`config.mk`:
```
export PLATFORM = sky130hd
export DESIGN_NAME = datapath_seq_flat
export DESIGN_NICKNAME = d
export VERILOG_FILES = /design/src/rtl/datapath_seq_pkg.sv /design/src/rtl/datapath_seq_if.sv /design/src/rtl/datapath_seq_seq_counter.sv /design/src/rtl/datapath_seq.sv /design/src/flat_wrapper.sv
export SDC_FILE = /design/constraint.sdc
export NUM_CORES = 1
export LEC_CHECK = 0
export CORE_MARGIN = 2
export CORE_UTILIZATION = 45
export CTS_CLUSTER_SIZE = 20
export DETAILED_ROUTE_END_ITERATION = 16
export GPL_TIMING_DRIVEN = 0
export PLACE_DENSITY = 0.71
export RECOVER_POWER = 50
export SYNTH_ARGS = -nofsm -noshare
export SYNTH_HDL_FRONTEND = slang
export SYNTH_SLANG_ARGS = --single-unit
```
`constraint.sdc`:
```
create_clock -name clk -period 3.1 [get_ports clk]
set_input_delay 0.62 -clock clk [delete_from_list [all_inputs] [get_ports clk]]
set_output_delay 0.62 -clock clk [all_outputs]
set_load 0.05 [all_outputs]
```
`src/rtl/datapath_seq_pkg.sv`:
```
// Shared constants for the 8-bit RISC datapath: widths, T-state names,
// source/destination selector encodings and a wrap-around increment helper.
package risc_pkg;

  localparam int DATA_W = 8;
  localparam int SC_W   = 3;

  typedef logic [DATA_W-1:0] word_t;
  typedef logic [SC_W-1:0]   tstate_t;

  localparam tstate_t T0 = 3'd0;
  localparam tstate_t T1 = 3'd1;
  localparam tstate_t T2 = 3'd2;
  localparam tstate_t T3 = 3'd3;
  localparam tstate_t T4 = 3'd4;

  localparam logic [2:0] SEL_R0  = 3'd0;
  localparam logic [2:0] SEL_R1  = 3'd1;
  localparam logic [2:0] SEL_R2  = 3'd2;
  localparam logic [2:0] SEL_R3  = 3'd3;
  localparam logic [2:0] SEL_PC  = 3'd4;
  localparam logic [2:0] SEL_MAR = 3'd5;
  localparam logic [2:0] SEL_IR  = 3'd6;
  localparam logic [2:0] SEL_MDR = 3'd7;

  localparam logic [2:0] DST_R0   = 3'd0;
  localparam logic [2:0] DST_R1   = 3'd1;
  localparam logic [2:0] DST_R2   = 3'd2;
  localparam logic [2:0] DST_R3   = 3'd3;
  localparam logic [2:0] DST_NONE = 3'd4;

  // Register increment; overflow simply drops the carry, so 0xFF -> 0x00.
  function automatic word_t inc_wrap(word_t v);
    return v + word_t'(1);
  endfunction

endpackage

```
`src/rtl/datapath_seq_if.sv`:
```
// Control-unit <-> datapath interface. The master side is the control unit
// (plus the memory and ALU it fronts); the slave side is the datapath.
interface datapath_seq_if;
  import risc_pkg::*;

  tstate_t    sc;
  logic       sc_clr;
  logic       pc_en, mar_en, ir_en;
  logic       pc_latch, mar_latch, ir_latch;
  logic       pc_inc, mar_inc, ir_inc;
  logic       alu_en;
  logic [2:0] src1_bus_selector, src2_bus_selector, dest_bus_selector;
  logic       mem_read, mem_write;
  word_t      mem_addr, mem_wdata, mem_rdata;
  logic       mem_ready;
  word_t      alu_a, alu_b, alu_result;
  logic       alu_carry;
  word_t      pc, mar, ir;
  logic       flag_zero, flag_carry;

  modport master (
    input  sc, mem_addr, mem_wdata, alu_a, alu_b, pc, mar, ir, flag_zero, flag_carry,
    output sc_clr, pc_en, mar_en, ir_en, pc_latch, mar_latch, ir_latch,
           pc_inc, mar_inc, ir_inc, alu_en,
           src1_bus_selector, src2_bus_selector, dest_bus_selector,
           mem_read, mem_write, mem_rdata, mem_ready, alu_result, alu_carry
  );

  modport slave (
    output sc, mem_addr, mem_wdata, alu_a, alu_b, pc, mar, ir, flag_zero, flag_carry,
    input  sc_clr, pc_en, mar_en, ir_en, pc_latch, mar_latch, ir_latch,
           pc_inc, mar_inc, ir_inc, alu_en,
           src1_bus_selector, src2_bus_selector, dest_bus_selector,
           mem_read, mem_write, mem_rdata, mem_ready, alu_result, alu_carry
  );
endinterface

```
`src/rtl/datapath_seq_seq_counter.sv`:
```
// T-state sequence counter. Holds while the datapath is stalled; a clear
// request seen during a stall is honoured on the releasing edge only if it
// is still asserted then.
//
// state | meaning
// T0    | first T-state of an instruction (also after clear / wrap)
// T1-T3 | intermediate T-states
// T4    | last T-state (SC_LAST); next unstalled edge returns to T0
module seq_counter
  import risc_pkg::*;
#(
  parameter tstate_t SC_LAST = T4
) (
  input  logic    clk,
  input  logic    rst,
  input  logic    clr,
  input  logic    stall,
  output tstate_t sc
);

  // Advance, wrap or clear on every unstalled edge.
  always_ff @(posedge clk) begin
    if (rst) begin
      sc <= T0;
    end else if (!stall) begin
      if (clr || sc == SC_LAST) sc <= T0;
      else                      sc <= sc + tstate_t'(1);
    end
  end

endmodule

```
`src/rtl/datapath_seq.sv`:
```
// Datapath responder for the 8-bit RISC control unit: PC/MAR/IR/MDR,
// R0-R3, internal bus mux, Z/C flags and the T-state counter.
// Build option: DATAPATH_MEM_WAIT_EN enables the mem_ready wait-state
// handshake; without it every memory access completes in one cycle.
module datapath_seq
  import risc_pkg::*;
#(
  parameter tstate_t SC_LAST = T4
) (
  input logic          clk,
  input logic          rst,
  datapath_seq_if.slave dp
);

  word_t pc_q, mar_q, ir_q, mdr_q;
  word_t rf [4];
  logic  fz_q, fc_q;
  word_t src_a, src_b, bus;
  logic  stall, any_drive, upd;

`ifdef DATAPATH_MEM_WAIT_EN
  assign stall = (dp.mem_read | dp.mem_write) & ~dp.mem_ready;
`else
  logic unused_mem;
  assign unused_mem = dp.mem_ready | dp.mem_write;
  assign stall      = 1'b0;
`endif

  // A simultaneous read and write is a read: only MDR reacts to memory
  // here, so the write simply has no datapath-side effect.
  assign upd       = ~stall;
  assign any_drive = dp.alu_en | dp.pc_en | dp.mar_en | dp.ir_en;

  // Operand selection for the ALU (and the default bus source).
  always_comb begin
    src_a = '0;
    src_b = '0;
    case (dp.src1_bus_selector)
      SEL_R0:  src_a = rf[0];
      SEL_R1:  src_a = rf[1];
      SEL_R2:  src_a = rf[2];
      SEL_R3:  src_a = rf[3];
      SEL_PC:  src_a = pc_q;
      SEL_MAR: src_a = mar_q;
      SEL_IR:  src_a = ir_q;
      default: src_a = mdr_q;
    endcase
    case (dp.src2_bus_selector)
      SEL_R0:  src_b = rf[0];
      SEL_R1:  src_b = rf[1];
      SEL_R2:  src_b = rf[2];
      SEL_R3:  src_b = rf[3];
      SEL_PC:  src_b = pc_q;
      SEL_MAR: src_b = mar_q;
      SEL_IR:  src_b = ir_q;
      default: src_b = mdr_q;
    endcase
  end

  // Internal bus: fixed-priority mux, ALU result first.
  always_comb begin
    bus = src_a;
    if      (dp.alu_en) bus = dp.alu_result;
    else if (dp.pc_en)  bus = pc_q;
    else if (dp.mar_en) bus = mar_q;
    else if (dp.ir_en)  bus = ir_q;
  end

  // PC/MAR/IR: latch wins over increment; both see the pre-edge bus.
  always_ff @(posedge clk) begin
    if (rst) begin
      pc_q  <= '0;
      mar_q <= '0;
      ir_q  <= '0;
    end else if (upd) begin
      if      (dp.pc_latch)  pc_q  <= bus;
      else if (dp.pc_inc)    pc_q  <= inc_wrap(pc_q);
      if      (dp.mar_latch) mar_q <= bus;
      else if (dp.mar_inc)   mar_q <= inc_wrap(mar_q);
      if      (dp.ir_latch)  ir_q  <= bus;
      else if (dp.ir_inc)    ir_q  <= inc_wrap(ir_q);
    end
  end

  // Register file write-back from the bus whenever something drives it.
  always_ff @(posedge clk) begin
    if (rst) begin
      for (int i = 0; i < 4; i++) rf[i] <= '0;
    end else if (upd && any_drive && !dp.dest_bus_selector[2]) begin
      rf[dp.dest_bus_selector[1:0]] <= bus;
    end
  end

  // MDR capture on a completed read, flags on an ALU cycle.
  always_ff @(posedge clk) begin
    if (rst) begin
      mdr_q <= '0;
      fz_q  <= 1'b0;
      fc_q  <= 1'b0;
    end else if (upd) begin
      if (dp.mem_read) mdr_q <= dp.mem_rdata;
      if (dp.alu_en) begin
        fz_q <= (dp.alu_result == '0);
        fc_q <= dp.alu_carry;
      end
    end
  end

  seq_counter #(.SC_LAST(SC_LAST)) u_seq_counter (
    .clk   (clk),
    .rst   (rst),
    .clr   (dp.sc_clr),
    .stall (stall),
    .sc    (dp.sc)
  );

  assign dp.alu_a      = src_a;
  assign dp.alu_b      = src_b;
  assign dp.mem_wdata  = bus;
  assign dp.mem_addr   = mar_q;
  assign dp.pc         = pc_q;
  assign dp.mar        = mar_q;
  assign dp.ir         = ir_q;
  assign dp.flag_zero  = fz_q;
  assign dp.flag_carry = fc_q;

endmodule
```
`src/flat_wrapper.sv`:
```
// flat-port wrapper written by rule: the top's interface ports become plain ports
module datapath_seq_flat import risc_pkg::*;
#(
  parameter tstate_t SC_LAST = T4
)
  (clk, rst, dp_sc, dp_mem_addr, dp_mem_wdata, dp_alu_a, dp_alu_b, dp_pc, dp_mar, dp_ir, dp_flag_zero, dp_flag_carry, dp_sc_clr, dp_pc_en, dp_mar_en, dp_ir_en, dp_pc_latch, dp_mar_latch, dp_ir_latch, dp_pc_inc, dp_mar_inc, dp_ir_inc, dp_alu_en, dp_src1_bus_selector, dp_src2_bus_selector, dp_dest_bus_selector, dp_mem_read, dp_mem_write, dp_mem_rdata, dp_mem_ready, dp_alu_result, dp_alu_carry);
  datapath_seq_if dp_i ();
  input logic clk;
  input logic rst;
  output wire logic [$bits(dp_i.sc)-1:0] dp_sc;
  output wire logic [$bits(dp_i.mem_addr)-1:0] dp_mem_addr;
  output wire logic [$bits(dp_i.mem_wdata)-1:0] dp_mem_wdata;
  output wire logic [$bits(dp_i.alu_a)-1:0] dp_alu_a;
  output wire logic [$bits(dp_i.alu_b)-1:0] dp_alu_b;
  output wire logic [$bits(dp_i.pc)-1:0] dp_pc;
  output wire logic [$bits(dp_i.mar)-1:0] dp_mar;
  output wire logic [$bits(dp_i.ir)-1:0] dp_ir;
  output wire logic [$bits(dp_i.flag_zero)-1:0] dp_flag_zero;
  output wire logic [$bits(dp_i.flag_carry)-1:0] dp_flag_carry;
  input wire logic [$bits(dp_i.sc_clr)-1:0] dp_sc_clr;
  input wire logic [$bits(dp_i.pc_en)-1:0] dp_pc_en;
  input wire logic [$bits(dp_i.mar_en)-1:0] dp_mar_en;
  input wire logic [$bits(dp_i.ir_en)-1:0] dp_ir_en;
  input wire logic [$bits(dp_i.pc_latch)-1:0] dp_pc_latch;
  input wire logic [$bits(dp_i.mar_latch)-1:0] dp_mar_latch;
  input wire logic [$bits(dp_i.ir_latch)-1:0] dp_ir_latch;
  input wire logic [$bits(dp_i.pc_inc)-1:0] dp_pc_inc;
  input wire logic [$bits(dp_i.mar_inc)-1:0] dp_mar_inc;
  input wire logic [$bits(dp_i.ir_inc)-1:0] dp_ir_inc;
  input wire logic [$bits(dp_i.alu_en)-1:0] dp_alu_en;
  input wire logic [$bits(dp_i.src1_bus_selector)-1:0] dp_src1_bus_selector;
  input wire logic [$bits(dp_i.src2_bus_selector)-1:0] dp_src2_bus_selector;
  input wire logic [$bits(dp_i.dest_bus_selector)-1:0] dp_dest_bus_selector;
  input wire logic [$bits(dp_i.mem_read)-1:0] dp_mem_read;
  input wire logic [$bits(dp_i.mem_write)-1:0] dp_mem_write;
  input wire logic [$bits(dp_i.mem_rdata)-1:0] dp_mem_rdata;
  input wire logic [$bits(dp_i.mem_ready)-1:0] dp_mem_ready;
  input wire logic [$bits(dp_i.alu_result)-1:0] dp_alu_result;
  input wire logic [$bits(dp_i.alu_carry)-1:0] dp_alu_carry;
  assign dp_sc = dp_i.sc;
  assign dp_mem_addr = dp_i.mem_addr;
  assign dp_mem_wdata = dp_i.mem_wdata;
  assign dp_alu_a = dp_i.alu_a;
  assign dp_alu_b = dp_i.alu_b;
  assign dp_pc = dp_i.pc;
  assign dp_mar = dp_i.mar;
  assign dp_ir = dp_i.ir;
  assign dp_flag_zero = dp_i.flag_zero;
  assign dp_flag_carry = dp_i.flag_carry;
  assign dp_i.sc_clr = dp_sc_clr;
  assign dp_i.pc_en = dp_pc_en;
  assign dp_i.mar_en = dp_mar_en;
  assign dp_i.ir_en = dp_ir_en;
  assign dp_i.pc_latch = dp_pc_latch;
  assign dp_i.mar_latch = dp_mar_latch;
  assign dp_i.ir_latch = dp_ir_latch;
  assign dp_i.pc_inc = dp_pc_inc;
  assign dp_i.mar_inc = dp_mar_inc;
  assign dp_i.ir_inc = dp_ir_inc;
  assign dp_i.alu_en = dp_alu_en;
  assign dp_i.src1_bus_selector = dp_src1_bus_selector;
  assign dp_i.src2_bus_selector = dp_src2_bus_selector;
  assign dp_i.dest_bus_selector = dp_dest_bus_selector;
  assign dp_i.mem_read = dp_mem_read;
  assign dp_i.mem_write = dp_mem_write;
  assign dp_i.mem_rdata = dp_mem_rdata;
  assign dp_i.mem_ready = dp_mem_ready;
  assign dp_i.alu_result = dp_alu_result;
  assign dp_i.alu_carry = dp_alu_carry;
  datapath_seq #(.SC_LAST(SC_LAST)) u_core (.clk(clk), .rst(rst), .dp(dp_i));
endmodule
```
==> results of run 1 <==
## per-layer routing
metal / part of all wire [%] / track usage, % / vias up
li1: - / - / 2175
met1: 42 / 44.6 / 2307
met2: 44 / 48.3 / 249
met3: 9.9 / 8.53 / 57
met4: 3.6 / 12.2 / 0
met5: 0 / 0 / -
## report_power, final
part	switching [mW]	internal, mW
Combinational	0.624	0.334
Clock	0.397	0.291
Sequential	0.0935	1.01
Total	1.11	1.64
## worst max-delay path: cells and delay by family
kind	cells	cell delay, ns
buf+inv	4	1.43
mux	1	0.36
## through the flow
| step | worst slack (ns) | power, mW | area [µm²] | cells |
|---|---|---|---|---|
| after floorplan | 0.0265 | 1.69 | 4700 | 532 |
| after global routing | 0.00821 | 2.85 | 6240 | 793 |
| after global placement | -1.10 | 2.02 | 5800 | 761 |
| after detailed placement | -1.09 | 2.03 | 5800 | 761 |
| final | 0.0697 | 2.75 | 6240 | 793 |
| after CTS | -0.171 | 2.75 | 6200 | 788 |
## cell usage in the layout, fill, tap and decap left out, drive strengths merged, types with 4 or more instances in the layout
| cell | n |
|---|---|
| nor2 | 85 |
| o221ai | 4 |
| mux4 | 7 |
| mux2 | 13 |
| o21ai | 14 |
| inv | 27 |
| dlygate4sd3 | 31 |
| clkdlybuf4s50 | 35 |
| buf | 50 |
| and3 | 6 |
| nand3 | 10 |
| nand2 | 42 |
| nor3 | 7 |
| nand3b | 8 |
| a2111oi | 6 |
| dfxtp | 37 |
| nor4 | 4 |
| or3 | 4 |
| edfxtp | 32 |
| a221o | 4 |
| xor2 | 8 |
| or3b | 4 |
| a21oi | 29 |
| clkdlybuf4s15 | 7 |
| nand4 | 9 |
| a221oi | 7 |
| a211oi | 27 |
| ha | 5 |
| clkbuf | 42 |
| xnor2 | 13 |
| nor2b | 13 |
| mux2i | 15 |
| a21o | 4 |
| a31oi | 8 |
## how the worst max path moves through the flow
| stage | depth (start not counted) | end | slack (ns) | from |
|---|---|---|---|---|
| after CTS | 8 | dp_mem_wdata[4] | -0.17 | dp_src1_bus_selector[1] |
| after detailed placement | 7 | dp_mem_wdata[6] | -1.09 | dp_src1_bus_selector[2] |
| after global placement | 7 | dp_mem_wdata[6] | -1.10 | dp_src1_bus_selector[2] |
| after global routing | 8 | dp_alu_b[4] | 0.008 | dp_src2_bus_selector[2] |
| final | 5 | dp_alu_b[6] | 0.07 | dp_src2_bus_selector[2] |
| after floorplan | 6 | dp_mem_wdata[4] | 0.03 | u_core.dp.mar[4] |
## repair_timing
action	CTS	global route
setup endpoints to repair	24	18
pin swaps	9	8
resized for setup	129	29
cloned	0	1
hold buffers	0	0
buffers inserted	11	4
## registers in the layout (all words and copies together), names as in the netlist
signal / count
u_core.rf: 32
u_core.dp.ir: 8
u_core.dp.mar: 8
u_core.dp.pc: 8
u_core.mdr_q: 8
u_core.u_seq_counter.sc: 3
u_core.dp.flag_carry: 1
u_core.dp.flag_zero: 1
## logic make-up after synthesis
| kind of cell | after synthesis |
|---|---|
| multiplexers | 35 |
| XOR/XNOR | 21 |
| buffers and inverters | 76 |
| AND/OR/NAND/NOR | 198 |
| AO/OA/AOI/OAI | 128 |
| adder cells (fa/ha/maj) | 5 |
| flip-flops | 69 |
## cell type report
class	instances	share of cell area (%)
inverters	25	1.50
well taps	136	2.73
plain buffers	51	4.77
clock inverters	7	0.782
flip-flops and latches	69	27.3
clock buffers	9	1.99
multi-input cells	387	45.1
repair buffers	109	15.8
==> metrics.yaml, run 1 <==
fin_tns_setup_ns: 0
min_from: "u_core.dp.flag_carry"
min_period_ns: 3.03
drt_iter0_drc: 395
timing.rr.start: "u_core.rf[1][4]"
grt_setup_unrepaired: "no"
hold_class: "reg2reg"
clk_pin_slew_ns: 0.07
cts_buffer_depth: 2
drc: 0
drv_cap: 0
synthCells: 532
yosys-mux-area-fraction_pct: 9.75
synthArstFlopShare_pct: 0
htree_levels: 3
worstMarginPinSlew_ns: 1.26
min_path_cells: 2
synthesis.area_um2: 4660
cts_sinks: 69
relSlewSlack_pct: 15.3
avgSynthCellArea_um2: 8.76
max_freq_mhz: 330
core_um2: 10200
area_delta_synth_final_pct: 34.0
via_count: 4788
cp_slowest_stage_delay_ns: 0.51
root_buffer: "clkbuf_8"
dr.pass1.iters: 5
viasPerCell: 6.04
synth_cell_types: 60
grt_start_max_net_pins: 14
totalWireLength_um: 17800
cts_tree: "yes"
worst_setup_path_end_kind: "output port"
cts_buffers: 9
yosys-top-cells-area: "edfxtp_1 21%, dfxtp_1 16%, nor2_1 6.8%"
skew_ns: 0.0120
synth_top_cell_by_area: "edfxtp_1"
powerDensity_nw_per_um2: 441
cpMostUsedCell: "clkbuf_4"
yosysSeqAreaShare_pct: 36.5
ir_drop_mv: 0.259
synth_top_cell_area_share_pct: 20.6
die_area_um2: 11200
wire_per_inst_um: 22.4
grt_first_pass_wirelength_um: 26900
std_cell_rows: 37
cp.required_ns: 2.48
synth_top_family_by_area: "compound AO/OA/AOI/OAI gates"
synth_simple_gate_area_share_pct: 20.1
finalSetupViolations: 0
period_share_pct: 97.8
synth_edf_count: 32
cp_max_fo: 10
rr_worst_depth: 6
synthFlopType: "dfxtp_1"
grt_antenna_before_repair: 0
hold_path_end: "u_core.dp.flag_carry"
nets: 699
io_buffers: 93
routabilityCongestion: 0.954
hold_viol_final: 0
insertedDiodeCount: 0
yosys-top-cells-count: "85 x nor2_1, 42 x nand2_1, 37 x dfxtp_1"
reg2reg_to: "u_core.rf[3][4]"
path_cells: "clkdlybuf4s50_1 -> clkbuf_4 -> clkbuf_4 -> mux2_2 -> dlygate4sd2_1"
ys_seq_elements: 69
clk_latency_ns: 0.37
grt.overflow.total: 0
grt_use_total_pct: 32.2
p_leak_nw: 2.45
slowest_stage: "clkdlybuf4s50_1"
io_pins: 103
register_area_um2: 1700
startpoint_type: "input pin"
synth-compound-area-share_pct: 20.8
status: "complete, no violations"
synthAdderAreaFrac_pct: 1.34
final_util_pct: 61.3
die_h_um: 106
n_fill_cell: 928
synthXorXnorAreaFrac_pct: 3.95
final_antenna_net_count: 0
drive_gt1_share_pct: 19.9
dp_hpwl_um: 12700
synth.most_common_cell: "nor2_1"
start_util_pct: 45.7
maxSlewViolCount: 0
hold-worst-slack_ns: 0.492
ys.warnings.count: 0
critPathKind: "in2out"
synth.net_count: 579
dieWidth_um: 106
cp.arrival_ns: 2.41
multi_input_area_um2: 2820
regToRegSetupSlack_ns: 0.59
grt_pass1_vias: 4492
(Power assumes the default switching activity.)
==> run 2, diff against run 1 <==
--- a/config.mk
+++ b/config.mk
@@ -5,7 +5,7 @@
 export SDC_FILE = /design/constraint.sdc
 export NUM_CORES = 1
 export LEC_CHECK = 0
-export CORE_MARGIN = 2
+export CAP_MARGIN = 40
 export CORE_UTILIZATION = 45
 export CTS_CLUSTER_SIZE = 20
 export DETAILED_ROUTE_END_ITERATION = 16
==> run 2 against run 1 <==
Total power grew 1.8%. Maximum frequency is 0.96% lower. Utilization up 2.1 points. Final cell count is 0.25% higher. Via count rose by 0.19%. Sequential power barely moved. Setup slack got worse by 0.029 ns. Register-to-register slack gained 0.30 ns. Count of clock-buffer cells in the layout is the same. Critical path type unchanged. Largest cell class unchanged.
==> metrics.yaml, run 2 (synthesis results as in run 1) <==
n_fill_cell: 867
cts_buffers: 9
die_area_um2: 10800
finalPower_mw: 2.80
startpoint_type: "input pin"
dieWidth_um: 104
cp_max_fo: 10
drt_iter0_drc: 529
nets: 703
via_count: 4797
start_util_pct: 47.0
dp_hpwl_um: 12200
pre_cts_slack_ns: -1.04
grt_first_pass_wirelength_um: 25700
p_leak_nw: 2.44
std_cell_rows: 36
final_util_pct: 63.4
placed_cell_area_um2: 5800
top_layer_used: "met4"
clk_pin_slew_ns: 0.09
cts_buffer_depth: 2
htree_levels: 3
cp.arrival_ns: 2.44
drv_cap: 0
cts_sinks: 69
routabilityCongestion: 0.945
status: "complete, no violations"
multi_input_area_um2: 2830
cp.required_ns: 2.48
worstMarginPinSlew_ns: 0.588
wire_per_inst_um: 21.5
io_pins: 103
grt_use_total_pct: 31.6
critPathKind: "in2out"
dr.pass1.iters: 5
max_freq_mhz: 327
worst_setup_path_end_kind: "output port"
largest_register_ff_count: 32
viasPerCell: 6.03
drt-met1-wl_um: 7340
fin_tns_setup_ns: 0
dr_wl_met3_um: 1850
grt_antenna_before_repair: 1
met2_length_um: 7320
clk_latency_ns: 0.36
maxSlewViolCount: 0
ir_drop_mv: 0.240
drc: 0
root_buffer: "clkbuf_8"
hold_class: "reg2reg"
register_area_um2: 1700
drive_gt1_share_pct: 21.2
layout_common_cells: "84 x nor2_1, 57 x clkdlybuf4s50_1, 41 x nand2_1"
final_antenna_net_count: 0
relSlewSlack_pct: 60.8
cts_tree: "yes"
finalSetupViolations: 0
die_h_um: 104
powerDensity_nw_per_um2: 446
period_share_pct: 98.7
area_delta_synth_final_pct: 34.8
core_um2: 9910
grt_start_max_net_pins: 16
final_common_cell: "nor2_1"
skew_ns: 0.0123
grt_pass1_vias: 4444
totalWireLength_um: 17100
hold_viol_final: 0
largest-register: "u_core.rf"
io_buffers: 93
cts_hold_buf: 0
min_period_ns: 3.06
setup_slack_ns: 0.0403
grt.overflow.total: 0
final_cell_area_um2: 6280
-- run 2: where the power goes --
group | total [mW] | internal [mW] | switching (mW)
sequential | 1.11 | 1.01 | 0.0965
clock | 0.724 | 0.309 | 0.415
combinational | 0.969 | 0.349 | 0.620
total | 2.80 | 1.67 | 1.13
-- run 2: worst max-delay path, cell delays in order --
cell and delay (ns):
clkdlybuf4s50_1 0.62, buf_4 0.25, a2111oi_4 0.11, a221o_1 0.37, a21oi_4 0.20, inv_1 0.06
clkbuf_4 0.21
-- run 2: final timing paths --
check / from / to / slack (ns) / cells after the start
worst max-delay path: dp_ir_en / dp_mem_wdata[5] / 0.04 / 7
worst min-delay path: u_core.u_seq_counter.sc[0] / u_core.u_seq_counter.sc[0] / 0.50 / 1
worst max register to register: u_core.rf[1][4] / u_core.rf[1][4] / 0.89 / 7
worst min register to register: u_core.u_seq_counter.sc[0] / u_core.u_seq_counter.sc[0] / 0.50 / 1
-- run 2: area by class of cell --
cell class / count / area share, %
diodes: 1 / 0.0398
plain buffers: 51 / 4.66
well taps: 133 / 2.65
clock inverters: 7 / 1.02
flip-flops and latches: 69 / 27.1
repair buffers: 113 / 16.1
inverters: 25 / 1.49
clock buffers: 9 / 1.97
multi-input cells: 387 / 45.0
-- run 2: routing by layer --
| metal | vias to the layer above | track usage (%) |
|---|---|---|
| met4 | 0 | 13.0 |
| met3 | 46 | 6.48 |
| met2 | 287 | 47.0 |
| met1 | 2273 | 44.7 |
| met5 | - | 0 |
| li1 | 2191 | - |
-- run 2: timing repair --
item,CTS,global route
endpoints found under the setup margin,24,18
pin swaps,11,4
buffers inserted,19,0
gates resized for setup,113,24
-- run 2: stage by stage --
stage                     hold WS (ns)  instances
after floorplan                  0.479        532
after global routing             0.547        794
final                            0.502        795
after global placement           0.474        758
after detailed placement         0.497        759
after CTS                        0.514        794
